### src/rtl/peripheral_responder_pkg.sv
// Shared definitions for the peripheral responder:
// register offsets, default base address and FSM states.
package peripheral_pkg;

   localparam logic [31:0] DEF_BASE_ADDR = 32'h0400_0100;

   localparam logic [7:0] OFF_STATUS   = 8'h00;
   localparam logic [7:0] OFF_DONE     = 8'h04;
   localparam logic [7:0] OFF_CYC_LO   = 8'h08;
   localparam logic [7:0] OFF_CYC_HI   = 8'h0C;
   localparam logic [7:0] OFF_TX_DATA  = 8'h10;
   localparam logic [7:0] OFF_CYC_CTRL = 8'h14;

   typedef enum logic [2:0] {
      ST_IDLE,
      ST_ACCESS,
      ST_STALL,
      ST_RESP,
      ST_GAP
   } state_e;

endpackage

### src/rtl/peripheral_responder_if.sv
// Request/response bus between the switch peripheral port
// and the responder.
interface peripheral_responder_if;

   logic        req_i;
   logic        wren_i;
   logic [31:0] addr_i;
   logic [31:0] data_i;
   logic        done_o;
   logic [31:0] data_o;

   modport master (
      output req_i, wren_i, addr_i, data_i,
      input  done_o, data_o
   );

   modport slave (
      input  req_i, wren_i, addr_i, data_i,
      output done_o, data_o
   );

endinterface

### src/rtl/peripheral_responder_tx_fifo.sv
// Byte-wide TX FIFO, power-of-two depth, pointers wrap
// naturally at DEPTH.
module peripheral_tx_fifo #(
   parameter int DEPTH = 8
) (
   input  logic                     clock_i,
   input  logic                     reset_i,
   input  logic                     push,
   input  logic                     pop,
   input  logic [7:0]               wdata,
   output logic [7:0]               rdata,
   output logic                     full,
   output logic                     empty,
   output logic [$clog2(DEPTH):0]   count
);

   localparam int AW = $clog2(DEPTH);

   logic [7:0]    mem [DEPTH];
   logic [AW-1:0] wr_ptr;
   logic [AW-1:0] rd_ptr;
   logic [AW:0]   cnt;

   always_ff @(posedge clock_i)
      if (push) mem[wr_ptr] <= wdata;

   always_ff @(posedge clock_i or negedge reset_i) begin
      if (!reset_i) begin
         wr_ptr <= '0;
         rd_ptr <= '0;
         cnt    <= '0;
      end else begin
         if (push) wr_ptr <= wr_ptr + 1'b1;
         if (pop)  rd_ptr <= rd_ptr + 1'b1;
         if (push && !pop)      cnt <= cnt + 1'b1;
         else if (pop && !push) cnt <= cnt - 1'b1;
      end
   end

   assign full  = (cnt == (AW+1)'(DEPTH));
   assign empty = (cnt == '0);
   assign count = cnt;
   assign rdata = empty ? 8'h00 : mem[rd_ptr];

endmodule

### src/rtl/peripheral_responder.sv
// Memory-mapped responder: status/flag registers, 64-bit
// cycle counter with HI shadow, and a TX byte FIFO.
module peripheral_responder
   import peripheral_pkg::*;
#(
   parameter logic [31:0] BASE_ADDR = DEF_BASE_ADDR,
   parameter int          TX_DEPTH  = 8
) (
   input  logic                         clock_i,
   input  logic                         reset_i,
   peripheral_responder_if.slave        bus,
   output logic                         flag_done_o,
   output logic                         tx_valid_o,
   output logic [7:0]                   tx_data_o,
   input  logic                         tx_ready_i
);

   localparam int CW = $clog2(TX_DEPTH) + 1;

   state_e        state;
   state_e        next;
   logic          wren_q;
   logic [31:2]   addr_q;
   logic [7:0]    wdata_q;
   logic [31:0]   rdata_q;
   logic [31:0]   rd_mux;
   logic [63:0]   cyc_q;
   logic [31:0]   shadow_q;
   logic          enable_q;
   logic          push, pop, full, empty, clear;
   logic [CW-1:0] count;
   logic [7:0]    off;
   logic          hit, tx_wr, done_wr, ctrl_wr, lo_rd;
   logic          unused_bits;

   assign unused_bits = ^{bus.data_i[31:8], bus.addr_i[1:0]};

   assign off     = {addr_q[7:2], 2'b00};
   assign hit     = (addr_q[31:8] == BASE_ADDR[31:8]);
   assign tx_wr   = hit && wren_q && (off == OFF_TX_DATA);
   assign done_wr = hit && wren_q && (off == OFF_DONE);
   assign ctrl_wr = hit && wren_q && (off == OFF_CYC_CTRL);
   assign lo_rd   = hit && !wren_q && (off == OFF_CYC_LO);

   always_comb begin
      rd_mux = '0;
      if (hit && !wren_q) begin
         case (off)
            OFF_STATUS:
               rd_mux = {16'h0, 8'(count), 6'h0, full, empty};
            OFF_DONE:     rd_mux = {31'h0, flag_done_o};
            OFF_CYC_LO:   rd_mux = cyc_q[31:0];
            OFF_CYC_HI:   rd_mux = shadow_q;
            OFF_CYC_CTRL: rd_mux = {31'h0, enable_q};
            default:      rd_mux = '0;
         endcase
      end
   end

   always_ff @(posedge clock_i or negedge reset_i) begin
      if (!reset_i) state <= ST_IDLE;
      else          state <= next;
   end

   always_comb begin
      next = state;
      unique case (state)
         ST_IDLE:   if (bus.req_i) next = ST_ACCESS;
         ST_ACCESS: next = (tx_wr && full) ? ST_STALL : ST_RESP;
         ST_STALL:  if (!full) next = ST_RESP;
         ST_RESP:   next = ST_GAP;
         ST_GAP:    next = ST_IDLE;
         default:   next = ST_IDLE;
      endcase
   end

   always_comb begin
      push       = 1'b0;
      clear      = 1'b0;
      bus.done_o = 1'b0;
      bus.data_o = '0;
      unique case (1'b1)
         state == ST_ACCESS: begin
            push  = tx_wr && !full;
            clear = ctrl_wr && wdata_q[1];
         end
         state == ST_STALL: push = !full;
         state == ST_RESP: begin
            bus.done_o = 1'b1;
            bus.data_o = rdata_q;
         end
         default: ;
      endcase
   end

   // Shadow is captured on the same edge that samples LO.
   always_ff @(posedge clock_i or negedge reset_i) begin
      if (!reset_i) begin
         wren_q      <= 1'b0;
         addr_q      <= '0;
         wdata_q     <= '0;
         rdata_q     <= '0;
         cyc_q       <= '0;
         shadow_q    <= '0;
         enable_q    <= 1'b1;
         flag_done_o <= 1'b0;
      end else begin
         if (state == ST_IDLE && bus.req_i) begin
            wren_q  <= bus.wren_i;
            addr_q  <= bus.addr_i[31:2];
            wdata_q <= bus.data_i[7:0];
         end
         if (state == ST_ACCESS) begin
            rdata_q <= rd_mux;
            if (lo_rd)   shadow_q <= cyc_q[63:32];
            if (done_wr && wdata_q[0]) flag_done_o <= 1'b1;
            if (ctrl_wr) enable_q <= wdata_q[0];
         end
         if (clear)         cyc_q <= '0;
         else if (enable_q) cyc_q <= cyc_q + 64'd1;
      end
   end

   assign pop        = tx_valid_o && tx_ready_i;
   assign tx_valid_o = !empty;

   peripheral_tx_fifo #(
      .DEPTH (TX_DEPTH)
   ) u_fifo (
      .clock_i (clock_i),
      .reset_i (reset_i),
      .push    (push),
      .pop     (pop),
      .wdata   (wdata_q),
      .rdata   (tx_data_o),
      .full    (full),
      .empty   (empty),
      .count   (count)
   );

endmodule

### src/flat_wrapper.sv
// flat-port wrapper written by rule: the top's interface ports become plain ports
module peripheral_responder_flat import peripheral_pkg::*;
#(
   parameter logic [31:0] BASE_ADDR = DEF_BASE_ADDR,
   parameter int          TX_DEPTH  = 8
)
  (clock_i, reset_i, flag_done_o, tx_valid_o, tx_data_o, tx_ready_i, bus_req_i, bus_wren_i, bus_addr_i, bus_data_i, bus_done_o, bus_data_o);
  peripheral_responder_if bus_i ();
  input  logic clock_i;
  input  logic reset_i;
  output logic flag_done_o;
  output logic tx_valid_o;
  output logic [7:0] tx_data_o;
  input  logic tx_ready_i;
  input wire logic [$bits(bus_i.req_i)-1:0] bus_req_i;
  input wire logic [$bits(bus_i.wren_i)-1:0] bus_wren_i;
  input wire logic [$bits(bus_i.addr_i)-1:0] bus_addr_i;
  input wire logic [$bits(bus_i.data_i)-1:0] bus_data_i;
  output wire logic [$bits(bus_i.done_o)-1:0] bus_done_o;
  output wire logic [$bits(bus_i.data_o)-1:0] bus_data_o;
  assign bus_i.req_i = bus_req_i;
  assign bus_i.wren_i = bus_wren_i;
  assign bus_i.addr_i = bus_addr_i;
  assign bus_i.data_i = bus_data_i;
  assign bus_done_o = bus_i.done_o;
  assign bus_data_o = bus_i.data_o;
  peripheral_responder #(.BASE_ADDR(BASE_ADDR), .TX_DEPTH(TX_DEPTH)) u_core (.clock_i(clock_i), .reset_i(reset_i), .bus(bus_i), .flag_done_o(flag_done_o), .tx_valid_o(tx_valid_o), .tx_data_o(tx_data_o), .tx_ready_i(tx_ready_i));
endmodule
### config.mk
export PLATFORM = sky130hd
export DESIGN_NAME = peripheral_responder_flat
export DESIGN_NICKNAME = d
export VERILOG_FILES = /design/src/rtl/peripheral_responder_pkg.sv /design/src/rtl/peripheral_responder_if.sv /design/src/rtl/peripheral_responder_tx_fifo.sv /design/src/rtl/peripheral_responder.sv /design/src/flat_wrapper.sv
export SDC_FILE = /design/constraint.sdc
export NUM_CORES = 1
export LEC_CHECK = 0
export ABC_CLOCK_PERIOD_IN_PS = 7110
export CORE_MARGIN = 2
export CORE_UTILIZATION = 25
export DETAILED_ROUTE_END_ITERATION = 10
export GPL_TIMING_DRIVEN = 0
export PLACE_DENSITY = 0.52
export SLEW_MARGIN = 20
export SYNTH_ARGS = -nofsm -noshare
export SYNTH_HDL_FRONTEND = slang
export SYNTH_SLANG_ARGS = --single-unit
### constraint.sdc
create_clock -name clock_i -period 7.11 [get_ports clock_i]
set_clock_uncertainty 0.05 [all_clocks]
set_input_delay 1.7775 -clock clock_i [delete_from_list [all_inputs] [get_ports clock_i]]
set_output_delay 1.7775 -clock clock_i [all_outputs]
set_load 0.01 [all_outputs]
==> flow_summary.ini, run 1 <==
[critical_path]
worstReg2RegStart = u_core.addr_q[20]
r2r_slack_ns = 3.44
crit_path_end_kind = output port
worstSetupStartpointType = flop
crit_type = reg2out
cp.arrival_ns = 3.52
cp.required_ns = 5.28
crit_path_end = tx_data_o[2]
startpoint = u_core.u_fifo.rd_ptr[0]
reg2regPathDepth = 13
cp_max_fo = 10
r2r-end = u_core.u_fifo.count[3]

[clock_tree]
cts_sinks = 246
clk_pin_slew_ns = 0.07
htree_levels = 1
clkLatencyLatePin_ns = 0.54
cts_hold_buf = 0
postCtsSetupBuffers = 0
cts-root-buf = clkbuf_16
cts_tree = done
clk_path_buf_depth = 3
cts_resized = 0
cts-buffers-inserted = 27

[yosys]
synthArstFlopShare = 0.7398
ys_ff_latch = 246
ys_seq_area_frac = 0.5787
synth-main-ff-cell = dfrtp_1
syn-num-nets = 976
syn-instance-count = 900
synth_area_leaders = dfrtp_1, edfxtp_1, mux2_2
synth_cell_types = 51
synth-edff-count = 64
synth_top_area_frac = 0.4047
syn_area_per_cell_sq_um = 12.44
synth_area_leader_cell = dfrtp_1
yosysWarnings = 0
syn_area_sq_um = 11190

[timing]
fin_ws_ns = 1.758
maxSlewHeadroom = 0.2996
fmax_mhz = 186.8
finalHoldViolCount = 0
finalCritPeriodShare = 0.7528
rsz0062_at_grt = false
fin_tns_setup_ns = 0
fin_crit_ns = 5.352
finalSetupViolations = 0
slew_violations = 0
worstMarginPinSlew_ns = 1.042

[power]
power.internal_uw = 3059
power_frac_clock = 0.332
p_comb_frac = 0.234
p_switching_uw = 1278
p_per_area_nw_per_um2 = 314.6
power_frac_seq = 0.434
p_leak_uw = 0.005455
swShare = 0.2947
irDropWorstVdd_mv = 0.1866

[floorplan]
fp.dieH_um = 215.6
dieArea_sq_um = 46480
core.rowCount = 77
core-area_sq_um = 44220
initial_core_util = 0.2531
die-width_um = 215.6
io_pins = 112

[placed_design]
place_congestion = 0.7636
place_inst = 1580
place_area_sq_um = 12880
dp_hpwl_um = 20250
dp_slack_ns = 2.179
io_buffers = 85

[drt]
vias = 7508
drc = 0
via_per_inst = 4.617
wl_per_cell_um = 17.46
drt_iter0_drc = 497
wl_met3_um = 1135
top_layer_used = met4
met1_length_um = 13610
antenna_left = 0
dr_wl_met2_um = 13230
wl_um = 28400
dr.pass1.iters = 5

[final_layout]
design_area_sq_um = 13780
fin_nets = 1093
fill_cells = 4422
syn_to_final_growth_pct = 23.13
diodes = 0
final_cell_count_no_fill = 1626
drive_gt1_frac = 0.1277

[flow_run]
cap_violations = 0

[global_route]
antenna_found_initial = 0
grt_pass1_wl_um = 45360
grt_max_degree = 72
track_usage = 0.1230
grt_pass1_vias = 7648
grt-ovfl-total = 0

[worst_hold_path]
min_path_type = reg2reg

[run_status]
status = finished clean
-- worst min path at each step --
stage                       from                end  slack (ns)  cells past startpoint
6_report       u_core.rdata_q[0]  u_core.rdata_q[0]        0.42                      2
3_5_place_dp   u_core.rdata_q[7]  u_core.rdata_q[7]        0.41                      2
3_3_place_gp   u_core.rdata_q[1]  u_core.rdata_q[1]        0.41                      2
5_1_grt        u_core.rdata_q[7]  u_core.rdata_q[7]        0.44                      2
2_1_floorplan  u_core.rdata_q[0]  u_core.rdata_q[0]        0.38                      2
4_1_cts        u_core.rdata_q[7]  u_core.rdata_q[7]        0.43                      2
-- placed cells by master, fill, tap and decap left out, types with 27 or more instances in the layout --
cell type / n
o21ai_0: 42
a21oi_1: 29
and2_1: 35
clkbuf_16: 27
mux2_2: 47
clkdlybuf4s50_1: 84
mux2_1: 31
nand3_1: 33
nor2_1: 59
nand2_1: 60
mux2i_1: 35
clkbuf_1: 40
dfrtp_1: 181
edfxtp_1: 64
-- registers in the layout, indices dropped and copies added (netlist names) --
name                  count
u_core.cyc_q             64
u_core.u_fifo.mem        64
u_core.rdata_q           32
u_core.shadow_q          32
u_core.addr_q            30
u_core.wdata_q            8
u_core.u_fifo.count       4
u_core.state              3
u_core.u_fifo.rd_ptr      3
u_core.u_fifo.wr_ptr      3
u_core.enable_q           1
u_core.flag_done_o        1
u_core.wren_q             1
-- logic make-up after synthesis --
| logic type | share of synthesized area |
|---|---|
| muxes | 0.1440 |
| DFF | 0.5787 |
| and+or+nand+nor | 0.1625 |
| xor gates and xnor gates | 0.03443 |
| adders and majority gates | 0.008495 |
| buffers and inverters | 0.01956 |
| AOI/OAI and AO/OA | 0.05231 |
-- synth_stat cells (5+ instances only) --
cell type and count:
ha_1 6, nand4_1 25, edfxtp_1 64, buf_1 5, and4_1 10, clkbuf_1 35
xor2_1 19, nand2_1 60, a22oi_1 6, or4_1 22, a21oi_1 29, nand3_1 33
or3_1 8, xnor2_1 25, mux2_2 47, mux2i_1 35, nor4_1 14, nor3_1 13
mux4_2 17, o21ai_0 42, and3_1 10, mux2_1 31, inv_1 5, and2_1 35
o31ai_1 19, dfrtp_1 181, nor2_1 59
-- critical path, stage by stage (launching register included) --
cell and delay, ns:
dfrtp_1 0.35, clkbuf_1 0.53, buf_1 0.73, mux4_2 0.62, mux2i_1 0.19, nor2_1 0.06, clkdlybuf4s50_1 0.50
-- power by group through the flow --
stage	registers (uW)	logic (uW)	clock network, uW
after global routing	1920	1130	1540
after global placement	1890	1020	0
after floorplan	1840	691	0
after detailed placement	1910	1040	0
final	1880	1010	1440
after CTS	1880	1050	1480
-- through the flow --
stage               utilization  hold slack, ns  power, uW
floorplan                     -          0.3849       2527
global placement         0.2891          0.4076       2912
detailed placement       0.2914          0.4137       2952
CTS                      0.3117          0.4263       4410
global route             0.3117          0.4444       4587
finish                   0.3117          0.4208       4336
-- final cells by class --
class	count	area [sq um]	share of cell area
tap	592	740.7	0.05374
clock buffer	35	735.7	0.05338
inverter	6	22.52	0.001634
buffer	45	196.4	0.01425
sequential	246	6477	0.4700
multi-input combinational	603	4532	0.3288
clock inverter	11	161.4	0.01171
timing repair buffer	88	915.9	0.06645
-- layer usage --
metal | GRT usage | up-vias
met5 | 0 | -
met4 | 0.03034 | 0
met3 | 0.01945 | 32
met2 | 0.1957 | 133
met1 | 0.1748 | 3773
li1 | - | 3570
(Power assumes the default switching activity.)
==> run 2: changes to the inputs <==
Settings changed: ABC_CLOCK_PERIOD_IN_PS 7110 to 5170.
Clock period 7.11 ns to 5.17 ns, I/O delays scaled along.
==> flow_summary.ini, run 2 (synthesis results as in run 1) <==
[run_status]
status = finished clean

[timing]
finalSetupViolations = 0
rsz0062_at_grt = false
finalHoldViolCount = 0
maxSlewHeadroom = 0.2991
worstMarginPinSlew_ns = 1.043
finalCritPeriodShare = 0.8865
fin_crit_ns = 4.583
fmax_mhz = 218.2
hold_ws_ns = 0.4215
slew_violations = 0

[floorplan]
initial_core_util = 0.2531
dieArea_sq_um = 46480
fp.dieH_um = 215.6
core.rowCount = 77
core-area_sq_um = 44220
die-width_um = 215.6
io_pins = 112

[placed_design]
dp_hpwl_um = 20250
place_inst = 1580
io_buffers = 85
place_congestion = 0.7636

[clock_tree]
clkLatencyLatePin_ns = 0.54
cts_tree = done
cts-root-buf = clkbuf_16
clk_pin_slew_ns = 0.06
cts-buffers-inserted = 27
clk_path_buf_depth = 3
cts_hold_buf = 0
htree_levels = 1
cts_sinks = 246

[final_layout]
final_cell_count_no_fill = 1626
drive_gt1_frac = 0.1286
final_util = 0.3117
diodes = 0
fin_nets = 1093
top_regs = u_core.cyc_q (64), u_core.u_fifo.mem (64)
syn_to_final_growth_pct = 23.14
final_common_cell = dfrtp_1
layout_common_cells = dfrtp_1, clkdlybuf4s50_1, edfxtp_1
fill_cells = 4422

[drt]
drc = 0
wl_per_cell_um = 17.49
via_per_inst = 4.644
vias = 7551
wl_um = 28440
drt_iter0_drc = 469
dr.pass1.iters = 5
antenna_left = 0

[power]
irDropWorstVdd_mv = 0.2560
power.internal_uw = 4207
p_leak_uw = 0.005458
swShare = 0.2945
p_comb_frac = 0.234
p_switching_uw = 1756
power_frac_seq = 0.434
p_per_area_nw_per_um2 = 432.7
power_frac_clock = 0.332

[global_route]
grt-ovfl-total = 0
grt_pass1_wl_um = 45360
grt_max_degree = 72
track_usage = 0.1230
grt_pass1_vias = 7648
antenna_found_initial = 0

[critical_path]
cp.arrival_ns = 3.24
crit_path_end_kind = output port
cp_max_fo = 10
crit_type = reg2out
cp.required_ns = 3.83
worstSetupStartpointType = flop
reg2regPathDepth = 13

[worst_hold_path]
min_path_type = reg2reg
min_path_cells = 2

[flow_run]
cap_violations = 0
-- run 2: stage by stage --
step	total power, uW	instance area, sq um	setup TNS, ns	setup WS, ns
global route	6309	13780	0	0.3231
floorplan	3475	11190	0	1.756
detailed placement	4060	12880	0	0.7241
global placement	4005	12780	-959.07	-5.302
CTS	6065	13780	0	0.1433
finish	5964	13780	0	0.5869
-- run 2: final cells by class --
cell class | instances | area [sq um] | share of cell area
Buffer | 45 | 197.7 | 0.01434
Clock buffer | 35 | 735.7 | 0.05338
Clock inverter | 11 | 161.4 | 0.01171
Inverter | 6 | 22.52 | 0.001634
Multi-Input combinational cell | 603 | 4532 | 0.3288
Sequential cell | 246 | 6477 | 0.4700
Tap cell | 592 | 740.7 | 0.05374
Timing Repair Buffer | 88 | 915.9 | 0.06645
-- run 2: worst paths after layout --
path,start,end,slack [ns]
max in group asynchronous,reset_i,u_core.enable_q,3.70
max reg2reg,u_core.addr_q[20],u_core.u_fifo.count[3],1.51
min,u_core.rdata_q[7],u_core.rdata_q[7],0.42
min reg2reg,u_core.rdata_q[7],u_core.rdata_q[7],0.42
min in group asynchronous,reset_i,u_core.rdata_q[7],0.64
max,u_core.u_fifo.rd_ptr[0],tx_data_o[2],0.59
-- run 2: routing by layer --
layer / share of wire / wire length [um] / global-route usage
met5: 0 / 0 / 0
met4: 0.015 / 423 / 0.03034
met3: 0.039 / 1120 / 0.01945
met2: 0.47 / 13230 / 0.1957
met1: 0.48 / 13660 / 0.1748
-- run 2: power groups by stage --
stage,registers (uW),logic [uW],clock network [uW]
floorplan,2520,950,0
global placement,2600,1410,0
detailed placement,2620,1440,0
CTS,2590,1440,2040
global route,2640,1550,2120
finish,2590,1400,1980
-- run 2: timing repair --
action,CTS,global route
gates resized for setup,0,2
endpoints found under the setup margin,0,3
buffers inserted,0,0
-- run 2: critical path, stage by stage, from the launching register on --
cell	delay (ns)
dfrtp_1	0.35
clkbuf_1	0.53
clkbuf_2	0.48
mux4_2	0.59
mux2i_1	0.19
nor2_1	0.06
clkdlybuf4s50_1	0.50
==> run 3: changes to the inputs <==
Settings changed: SLEW_MARGIN 20 to 30.
==> flow_summary.ini, run 3 (synthesis results as in run 1) <==
[run_status]
status = finished clean

[drt]
via_per_inst = 4.624
drt_iter0_drc = 412
wl_per_cell_um = 17.43
wl_um = 28350
antenna_left = 0
drc = 0
vias = 7519
dr.pass1.iters = 5

[clock_tree]
cts_tree = done
cts-root-buf = clkbuf_16
cts_resized = 0
htree_levels = 1
cts-buffers-inserted = 26
cts_sinks = 246
cts_hold_buf = 0
clk_path_buf_depth = 3
clk_pin_slew_ns = 0.06
postCtsSetupBuffers = 0
clkLatencyLatePin_ns = 0.55

[critical_path]
reg2regPathDepth = 13
crit_path_end_kind = output port
worstSetupStartpointType = flop
cp_max_fo = 10
crit_type = reg2out
r2r_slack_ns = 1.43
slowest_delay_ns = 0.58
r2r-end = u_core.u_fifo.count[3]
cp.required_ns = 3.83
cp.arrival_ns = 3.22
crit_chain = clkbuf_1, clkbuf_2, mux4_2, mux2i_1, nor2_1, clkdlybuf4s50_1
worstReg2RegStart = u_core.addr_q[20]
slowest_stage = mux4_2

[timing]
finalHoldViolCount = 0
finalSetupViolations = 0
worstMarginPinSlew_ns = 0.8546
slew_violations = 0
fmax_mhz = 219.2
finalCritPeriodShare = 0.8823
rsz0062_at_grt = false
fin_tns_setup_ns = 0
fin_ws_ns = 0.6087
maxSlewHeadroom = 0.4222
fin_crit_ns = 4.561

[power]
p_per_area_nw_per_um2 = 425.6
p_leak_uw = 0.005451
irDropWorstVdd_mv = 0.2411
total_power_uw = 5848

[final_layout]
design_area_sq_um = 13740
syn_to_final_growth_pct = 22.75
layout_common_cells = dfrtp_1, clkdlybuf4s50_1, edfxtp_1
final_cell_count_no_fill = 1626
top_regs = u_core.cyc_q (64), u_core.u_fifo.mem (64)
drive_gt1_frac = 0.1277
fill_cells = 4449
diodes = 0
final_common_cell = dfrtp_1
fin_nets = 1092

[placed_design]
dp_slack_ns = 0.6576
io_buffers = 85
dp_hpwl_um = 20230
place_area_sq_um = 12880
place_inst = 1580
place_congestion = 0.7636

[floorplan]
dieArea_sq_um = 46480
io_pins = 112
die-width_um = 215.6
initial_core_util = 0.2531
fp.dieH_um = 215.6
core.rowCount = 77
core-area_sq_um = 44220

[global_route]
grt_max_degree = 72
grt-ovfl-total = 0
grt_pass1_vias = 7717
antenna_found_initial = 0
track_usage = 0.1227
grt_pass1_wl_um = 45240

[worst_hold_path]
min_from = u_core.rdata_q[6]
min_to = u_core.rdata_q[6]
min_path_cells = 2
min_path_type = reg2reg

[flow_run]
cap_violations = 0
==> run 3: worst max-delay path, delay by kind of cell, from the launching register on <==
family	cells	cell delay, ns
buffers and inverters	3	1.49
DFF	1	0.35
and+or+nand+nor	1	0.06
muxes	2	0.77
==> run 3: final cells by class <==
| type | instances | area (sq um) | share of cell area |
|---|---|---|---|
| clock inverters | 9 | 93.84 | 0.006830 |
| flip-flops and latches | 246 | 6477 | 0.4715 |
| well taps | 592 | 740.7 | 0.05391 |
| repair buffers | 88 | 915.9 | 0.06666 |
| multi-input cells | 603 | 4547 | 0.3309 |
| clock buffers | 37 | 743.2 | 0.05409 |
| inverters | 6 | 22.52 | 0.001639 |
| plain buffers | 45 | 198.9 | 0.01448 |
==> run 3: where the power goes <==
| part | internal, uW | switching, uW |
|---|---|---|
| logic | 681 | 717 |
| registers | 2330 | 258 |
| clock network | 1090 | 768 |
==> run 3: how the worst max path moves through the flow <==
stage / startpoint / endpoint / slack [ns] / depth (start not counted)
after floorplan: u_core.u_fifo.rd_ptr[0] / tx_data_o[6] / 1.76 / 5
after global placement: reset_i / u_core.addr_q[16] / -5.30 / 1
after detailed placement: u_core.u_fifo.rd_ptr[0] / tx_data_o[2] / 0.66 / 6
after CTS: u_core.u_fifo.rd_ptr[0] / tx_data_o[2] / 0.08 / 6
after global routing: u_core.u_fifo.rd_ptr[0] / tx_data_o[2] / 0.34 / 6
final: u_core.u_fifo.rd_ptr[0] / tx_data_o[2] / 0.61 / 6
==> run 3: layer usage <==
metal / share of wire / vias to the layer above / GRT usage
li1: - / 3561 / -
met1: 0.47 / 3810 / 0.1709
met2: 0.47 / 113 / 0.1996
met3: 0.036 / 35 / 0.01846
met4: 0.017 / 0 / 0.03195
met5: 0 / - / 0
==> run 3: metrics by stage <==
stage / util / hold slack (ns)
finish: 0.3107 / 0.4221
floorplan: - / 0.3849
CTS: 0.3103 / 0.4282
global route: 0.3107 / 0.4455
global placement: 0.2891 / 0.4076
detailed placement: 0.2914 / 0.4152
